`src/rtl/queue_pkg.sv`:
```
// Shared widths, the "operand ready" label and the entry layout for the issue queue.
package queue_pkg;

    localparam int DATA_W      = 32;
    localparam int LABEL_W     = 5;
    localparam int LABEL_READY = 0;

    typedef struct packed {
        logic               op;
        logic [DATA_W-1:0]  data;
        logic [LABEL_W-1:0] label;
    } entry_t;

endpackage

```
`src/rtl/queue_entry.sv`:
```
// One issue-queue slot: loaded by dispatch, resolved by a matching broadcast, cleared on pop.
module queue_entry #(
    parameter int DATA_W  = 32,
    parameter int LABEL_W = 5
) (
    input  logic               clk,
    input  logic               nRST,
    input  logic               writeEn,
    input  logic               clearEn,
    input  logic               opIn,
    input  logic [DATA_W-1:0]  dataIn,
    input  logic [LABEL_W-1:0] labelIn,
    input  logic               bcEn,
    input  logic [LABEL_W-1:0] bcLabel,
    input  logic [DATA_W-1:0]  bcData,
    output logic               valid,
    output logic               op,
    output logic [DATA_W-1:0]  data,
    output logic [LABEL_W-1:0] label
);
    import queue_pkg::*;

    localparam logic [LABEL_W-1:0] READY = LABEL_W'(LABEL_READY);

    logic bypassHit;
    logic snoopHit;

    // A producer finishing in the same cycle as dispatch must not be missed.
    assign bypassHit = bcEn && (labelIn != READY) && (bcLabel == labelIn);
    assign snoopHit  = valid && bcEn && (bcLabel != READY) && (label == bcLabel);

    always_ff @(posedge clk) begin
        if (nRST) begin
            valid <= 1'b0;
            op    <= 1'b0;
            data  <= '0;
            label <= '0;
        end else if (writeEn) begin
            valid <= 1'b1;
            op    <= opIn;
            if (bypassHit) begin
                data  <= bcData;
                label <= READY;
            end else begin
                data  <= dataIn;
                label <= labelIn;
            end
        end else begin
            if (clearEn) begin
                valid <= 1'b0;
            end else if (snoopHit) begin
                data  <= bcData;
                label <= READY;
            end
        end
    end

endmodule

```
`src/rtl/queue.sv`:
```
// In-order issue queue: FIFO of {op, data, label} entries that snoop the result bus
// and offer the head to the consumer once its operand is resolved.
module queue #(
    parameter int DEPTH   = 8,
    parameter int DATA_W  = 32,
    parameter int LABEL_W = 5
) (
    input  logic               clk,
    input  logic               nRST,
    input  logic               WEN,
    input  logic               opIN,
    input  logic [DATA_W-1:0]  dataIn,
    input  logic [LABEL_W-1:0] labelIn,
    input  logic               BCEN,
    input  logic [LABEL_W-1:0] BClabel,
    input  logic [DATA_W-1:0]  BCdata,
    input  logic               requireAC,
    output logic               isFull,
    output logic               require,
    output logic               opOut,
    output logic [DATA_W-1:0]  dataOut,
    output logic [LABEL_W-1:0] labelOut
);
    import queue_pkg::*;

    localparam int PTR_W = $clog2(DEPTH);
    localparam int CNT_W = PTR_W + 1;

    logic [PTR_W-1:0] head;
    logic [PTR_W-1:0] tail;
    logic [CNT_W-1:0] count;

    logic               entryValid [DEPTH];
    logic               entryOp    [DEPTH];
    logic [DATA_W-1:0]  entryData  [DEPTH];
    logic [LABEL_W-1:0] entryLabel [DEPTH];

    logic doPush;
    logic doPop;
    logic headValid;

    assign isFull    = (count == CNT_W'(DEPTH));
    assign headValid = entryValid[head];
    assign require   = headValid && (entryLabel[head] == LABEL_W'(LABEL_READY));
    assign doPush    = WEN && !isFull;
    assign doPop     = requireAC && require;

    // Empty queue presents all-zero head fields.
    assign opOut    = headValid ? entryOp[head]    : 1'b0;
    assign dataOut  = headValid ? entryData[head]  : '0;
    assign labelOut = headValid ? entryLabel[head] : '0;

    for (genvar i = 0; i < DEPTH; i++) begin : gSlot
        queue_entry #(
            .DATA_W  (DATA_W),
            .LABEL_W (LABEL_W)
        ) uEntry (
            .clk     (clk),
            .nRST    (nRST),
            .writeEn (doPush && (tail == PTR_W'(i))),
            .clearEn (doPop && (head == PTR_W'(i))),
            .opIn    (opIN),
            .dataIn  (dataIn),
            .labelIn (labelIn),
            .bcEn    (BCEN),
            .bcLabel (BClabel),
            .bcData  (BCdata),
            .valid   (entryValid[i]),
            .op      (entryOp[i]),
            .data    (entryData[i]),
            .label   (entryLabel[i])
        );
    end

    always_ff @(posedge clk) begin
        if (nRST) begin
            head  <= '0;
            tail  <= '0;
            count <= '0;
        end else begin
            if (doPush) tail <= tail + PTR_W'(1);
            if (doPop)  head <= head + PTR_W'(1);
            case ({doPush, doPop})
                2'b10:   count <= count + CNT_W'(1);
                2'b01:   count <= count - CNT_W'(1);
                default: count <= count;
            endcase
        end
    end

endmodule

```
`config.mk`:
```
export PLATFORM = sky130hd
export DESIGN_NAME = queue
export DESIGN_NICKNAME = d
export VERILOG_FILES = /design/src/rtl/queue_pkg.sv /design/src/rtl/queue_entry.sv /design/src/rtl/queue.sv
export SDC_FILE = /design/constraint.sdc
export NUM_CORES = 1
export LEC_CHECK = 0
export CAP_MARGIN = 5
export CORE_UTILIZATION = 41
export DETAILED_ROUTE_END_ITERATION = 8
export HOLD_SLACK_MARGIN = 0.05
export SLEW_MARGIN = 20
export SYNTH_ARGS = -nofsm -noshare
export SYNTH_HDL_FRONTEND = slang
export SYNTH_SLANG_ARGS = --single-unit
```
`constraint.sdc`:
```
create_clock -name clk -period 3.17 [get_ports clk]
set_input_delay 0.634 -clock clk [delete_from_list [all_inputs] [get_ports clk]]
set_output_delay 0.634 -clock clk [all_outputs]
set_load 0.01 [all_outputs]
```
**Word level (Yosys, flattened, before mapping)**

Cells that the tools add are included.

- Flip-flop bits (word level): 322
- Input bits: 80
- Output and inout port bits: 40
- Word-level logic and storage cells: 233

- Add/sub/neg operators: 4
- Magnitude comparators: 1
- Eq/ne operators: 34
- Mux-type cells: 82
- Bitwise gates (word level): 1
- Reductions and logical operators: 76

Operators with widths:

| kind | count |
|---|---|
| $mux W32 | 28 |
| $mux W5 | 28 |
| $bmux W32 S3 | 1 |
| $eq A5 B5 Y1 | 9 |
| $logic_and A1 B1 Y1 | 45 |
| $reduce_bool A2 Y1 | 17 |
| $eq A3 B3 Y1 const B | 8 |
| $mux W1 | 21 |
| $ne A2 B1 Y1 const B | 8 |
| $reduce_and A2 Y1 | 8 |
| $bmux W5 S3 | 1 |
| $eq A3 B2 Y1 const B | 4 |
| $reduce_bool A5 Y1 | 2 |
| $pmux W4 S2 | 1 |
| $add A3 B1 Y3 const B | 2 |
| $bmux W1 S3 | 2 |
| $eq A3 B1 Y1 const B | 2 |
| $logic_not A3 Y1 | 2 |
| $logic_not A5 Y1 | 1 |
| $add A4 B1 Y4 const B | 1 |
| $eq A4 B4 Y1 const B | 1 |
| $ge A4 B4 Y1 const B | 1 |
| $not A3 Y4 | 1 |
| $sub A4 B1 Y4 const B | 1 |
| other kinds (3) | 3 |

**Logic depth before layout (Yosys ltp)**

- Word-level depth: 10
- Mapped depth: 14
- Gate-level depth less buffers: 11

**Modules after synthesis**

Synthesis repeated with hierarchy kept, for this count alone.

- Cells, all modules: 1869
- Area total of the unflattened synthesis: 17986.0 um^2

Modules (own cells, without submodules):

| module | times used | cells an instance | area each (um^2) | seq. area each (um^2) |
|---|---|---|---|---|
| queue_entry | 8 | 195 | 1851.8 | 780.7 |
| queue | 1 | 309 | 3171.8 | 200.2 |

**Worst setup path before layout**

OpenSTA, ideal clock, no wires.

- Kind: register -> register
- From: register head[2]
- To: register count[3]
- Arrival: 3.220 ns
- Setup slack: -0.121 ns
- Stages on the path, launching flop included: 15
- Buffers on the path: 3
- Period minus slack after synthesis: 3.291 ns
- Path through: dfxtp_1 > buf_2 > buf_6 > mux4_2 > mux2_2 > nor2_4 > and3_1 > buf_4 > ha_1 > ha_1 > a21o_1 > a21oi_1 > xnor2_1 > or3_1 > a21oi_1

- Word-level cells in the longest chain between the ends: 9
- Elaborated cells between the ends (all ways): 14
- Those cells by class: eq/ne (2); mux (7); bitwise (1); reduce/logical (4)

RTL lines:

| element | line | text |
|---|---|---|
| from (decl) | queue.sv:29 | `logic [PTR_W-1:0] head;` |
| from (signal assigned) | queue.sv:82 | `if (doPop) head <= head + PTR_W'(1);` |
| $not A3 Y4 (implied by the code) (*) | queue.sv:43, queue.sv:44 |  |
| $bmux W5 S3 | queue.sv:44 | `assign require = headValid && (entryLabel[head] == LABEL_W'(LABEL_READY));` |
| $mux W5 (implied by the code) (2 in a row) | queue.sv:44 |  |
| $logic_not A5 Y1 | queue.sv:44 |  |
| $logic_and A1 B1 Y1 (*) | queue.sv:44 |  |
| $logic_and A1 B1 Y1 (*) | queue.sv:46 | `assign doPop = requireAC && require;` |
| net doPop | queue.sv:39 | `logic doPop;` |
| $eq A2 B1 Y1 or $eq A2 B2 Y1 (tied branches) | queue.sv:83 | `case ({doPush, doPop})` |
| $pmux W4 S2 or $reduce_bool A2 Y1 (tied branches) | n/a |  |
| to (signal assigned) | queue.sv:84 | `2'b10: count <= count + CNT_W'(1);` |
| to (signal assigned) | queue.sv:85 | `2'b01: count <= count - CNT_W'(1);` |
| to (signal assigned) | queue.sv:86 | `default: count <= count;` |
| to (decl) | queue.sv:31 | `logic [CNT_W-1:0] count;` |

Mark *: on every way through the listed nets, which the timed path passes. The rest lies on a longest branch. The select of a mux whose other input is x is not followed.
A chain may end at the register's enable or synchronous reset.

**Final worst setup path**

- From: register head[2]
- To: register count[3]

- Word-level cells in the longest chain between the ends: 9
- Elaborated cells between the ends (all ways): 14
- Those cells by class: eq/ne (2); mux (7); bitwise (1); reduce/logical (4)

RTL lines:

| element | line |
|---|---|
| $not A3 Y4 (implied by the code) (*) | queue.sv:43, queue.sv:44 |
| $bmux W5 S3 | queue.sv:44 |
| $mux W5 (implied by the code) (2 in a row) | queue.sv:44 |
| $logic_not A5 Y1 | queue.sv:44 |
| $logic_and A1 B1 Y1 (*) | queue.sv:44 |
| $logic_and A1 B1 Y1 (*) | queue.sv:46 |
| $eq A2 B1 Y1 or $eq A2 B2 Y1 (tied branches) | queue.sv:83 |
| $pmux W4 S2 or $reduce_bool A2 Y1 (tied branches) | n/a |

Every way passes the cells marked *; elsewhere a longest branch is shown, timed or not. The select of a mux whose other input is x is not followed.

==> flow_metrics.env <==
export IMPL_cap_violations=0
export IMPL_die_x_um=209.4
export IMPL_outcome="finished with violations"
export IMPL_power_mw=10.98
export IMPL_synthFlopType="dfxtp_1"
export IMPL_fin_skew_ns=0.01633
export IMPL_start_util_pct=41.76
export IMPL_fp_coreArea_mm2=0.04223
export IMPL_min_path_cells=2
export IMPL_routabilityCongestion=0.8881
export IMPL_synth_area_mm2=0.01763
export IMPL_worstReg2RegStart="head[2]"
export IMPL_syn_mean_instance_area_um2=8.756
export IMPL_path_common_cell="buf_6"
export IMPL_peakVddDrop_mv=0.2986
export IMPL_grt_max_degree=60
export IMPL_postCtsHoldBufs=0
export IMPL_ys_async_sr_fraction_pct=0
export IMPL_postLayoutCellArea_mm2=0.02210
export IMPL_placed_area_mm2=0.02023
export IMPL_via_count=17290
export IMPL_setup_viol=9
export IMPL_finalWirelength_um=70000
export IMPL_fin_util_pct=52.34
export IMPL_cp_start_kind="register"
export IMPL_worstMarginPinSlew_ns=0.5766
export IMPL_powerDensity_mw_per_mm2=496.6
export IMPL_r2r_cells=15
export IMPL_crit_chain="buf_6 -> mux4_2 -> mux2i_4 -> buf_6 -> buf_4 -> nor4_4 -> buf_4 -> and3_4 -> ha_4 -> buf_6 -> ha_1 -> a21oi_2 -> xnor2_1 -> or3_1 -> a21oi_2"
export IMPL_rsz0062_at_grt="true"
export IMPL_syn2layout_area_growth_pct=25.34
export IMPL_fp_dieH_um=209.4
export IMPL_tritoncts="built"
export IMPL_min_period_ns=3.221
export IMPL_max_slew_margin_rel_pct=61.45
export IMPL_synth_area_leaders="dfxtp_1 37%, mux4_2 10%, nand2_1 8.2%"
export IMPL_drcViolationCount=0
export IMPL_wl_per_cell_um=25.98
export IMPL_fill_cells=3842
export IMPL_die_area_mm2=0.04384
export IMPL_dp_hpwl_um=39940
export IMPL_synth_net_count=2110
export IMPL_startpoint="head[2]"
export IMPL_required_ns=3.66
export IMPL_p_leak_nw=8.038
export IMPL_synth_edf_count=0
export IMPL_nets=2223
export IMPL_cts_buffers=38
export IMPL_ys_top_cells_by_count="387 x nand2_1, 322 x dfxtp_1, 193 x a21oi_1"
export IMPL_period_share_pct=101.6
export IMPL_grtUsageTotal_pct=31.38
export IMPL_crit_type="reg2reg"
export IMPL_dr_pass1_iters=6
export IMPL_violations="setup timing"
export IMPL_min_delay_start="gSlot[1].uEntry.op"
export IMPL_clockBufferDepth=3
export IMPL_path_clk_slew_ns=0.06
export IMPL_grt_ovfl_total=0
export IMPL_slew_violations=0
export IMPL_finalHoldViolCount=0
export IMPL_hold_worst_slack_ns=0.4550
export IMPL_yosysWarningCount=0
export IMPL_synth_seq_cells=322
export IMPL_syn_inst=2014
export IMPL_cts_root_buf="clkbuf_16"
export IMPL_ant_nets=0
export IMPL_netlist_area_leader_share_pct=36.55
export IMPL_clock_latency_ns=0.57
export IMPL_cts_sinks=322
export IMPL_synth_distinct_cells=52
export IMPL_worstPathMaxFanout=7
export IMPL_cp_slowest_cell="mux4_2"
export IMPL_layoutNonFillerInstCount=2694
export IMPL_grt_pass1_wl_um=104400
export IMPL_reg2reg_setup_slack_ns=-0.05
export IMPL_yosysSeqAreaShare_pct=36.55
export IMPL_io_buffers=119
export IMPL_antenna_found_initial=2
export IMPL_synth_top_cell_by_area="dfxtp_1"
export IMPL_fmaxAchievable_mhz=310.5
export IMPL_grt_pass1_vias=16980
export IMPL_ios=120
export IMPL_crit_arrival_ns=3.71
export IMPL_rows=75
export IMPL_end_kind="register"
export IMPL_vias_per_cell=6.417
export IMPL_yosys_cell_count_top_type="nand2_1"
export IMPL_postLayoutSetupSlackWorst_ns=-0.05108
export IMPL_final_layout_size_suffix_gt1_share_pct=19.92
export IMPL_hp_class="reg2reg"
export IMPL_cts_htree_levels=2
export IMPL_drtIter0Drc=1984
export IMPL_max_stage_delay_ns=0.53
export IMPL_dp_cells=2585
==> critical path, delay by kind of cell, from the launching register on <==
kind	cells	cell delay (ns)
AO/OA/AOI/OAI	2	0.27
XOR/XNOR	1	0.08
buffers and inverters	5	0.62
AND/OR/NAND/NOR	3	0.54
flip-flops	1	0.40
multiplexers	2	0.76
adder cells (fa/ha/maj)	2	0.48
==> repair_timing <==
| item | CTS | global route |
|---|---|---|
| resized for setup | 120 | 57 |
| setup buffers | 24 | 13 |
| pin swaps | 5 | 8 |
| gates cloned | 8 | 1 |
| setup endpoints to repair | 77 | 73 |
==> power breakdown <==
group	switching (mW)	internal, mW
registers	0.115	4.22
clock network	1.84	2.88
logic	1.05	0.864
total	3.01	7.97
==> cell usage in the layout, fill, tap and decap left out, drive strengths merged, types with 2 or more instances in the layout <==
cell,synthesis,layout
a211oi,41,41
a21o,26,26
a21oi,194,194
a221o,64,64
a221oi,93,93
a22o,8,8
a311oi,44,44
a31oi,8,8
a32oi,20,20
and2,6,6
and3,8,8
buf,84,203
bufbuf,0,2
bufinv,0,6
clkbuf,147,68
clkdlybuf4s50,0,79
clkinv,0,6
dfxtp,322,322
dlygate4sd2,0,4
ha,15,15
inv,15,16
mux2,24,24
mux2i,61,61
mux4,78,78
nand2,387,387
nand2b,32,32
nand3,16,16
nand4,10,10
nor2,131,131
nor2b,34,34
nor3,6,6
nor4,13,13
o21ai,67,67
or3,2,2
xnor2,22,22
xor2,27,27
==> registers in the layout (all words and copies together), names as in the netlist <==
register            count
gSlot.uEntry.data     256
gSlot.uEntry.label     40
gSlot.uEntry.op         8
gSlot.uEntry.valid      8
count                   4
head                    3
tail                    3
==> cells by family (layout without fill, tap and decap cells) <==
kind of cell / count (synthesis) / count (layout) / share of synthesized area (%)
fa+ha+maj: 16 / 16 / 1.178
mux: 163 / 163 / 15.03
buf+inv: 246 / 386 / 6.152
compound gates: 570 / 570 / 22.78
xor+xnor: 49 / 49 / 2.434
simple gates: 648 / 648 / 15.88
other cells: 0 / 1 / 0
flops: 322 / 322 / 36.55
==> final timing paths <==
path                        end
max reg2reg            count[3]
min          gSlot[1].uEntry.op
min reg2reg  gSlot[1].uEntry.op
max                    count[3]
==> layer usage <==
layer | GRT usage [%] | vias to the layer above | part of all wire (%) | wire [um]
met5 | 0 | - | 0.017 | 12
met4 | 14.40 | 2 | 4.4 | 3094
met3 | 6.569 | 213 | 11 | 7384
met2 | 49.46 | 994 | 45 | 31540
met1 | 41.25 | 8476 | 40 | 27970
li1 | - | 7603 | - | -
==> layout make-up <==
| type | count | area [um2] | area share, % |
|---|---|---|---|
| Tap cell | 539 | 674.4 | 3.051 |
| Inverter | 15 | 58.81 | 0.2660 |
| Timing Repair Buffer | 304 | 3271 | 14.80 |
| Antenna cell | 1 | 2.502 | 0.01132 |
| Sequential cell | 322 | 6457 | 29.21 |
| Clock inverter | 14 | 226.5 | 1.025 |
| Multi-Input combinational cell | 1446 | 10320 | 46.71 |
| Clock buffer | 53 | 1089 | 4.925 |
==> through the flow <==
| step | TNS (ns) | setup slack (ns) |
|---|---|---|
| floorplan | 0 | 0.001131 |
| global placement | -1.316 | -0.05508 |
| detailed placement | -4.541 | -0.1172 |
| CTS | -0.3980 | -0.1203 |
| global route | -0.9423 | -0.1616 |
| finish | -0.3624 | -0.05108 |
(Power assumes the default switching activity.)
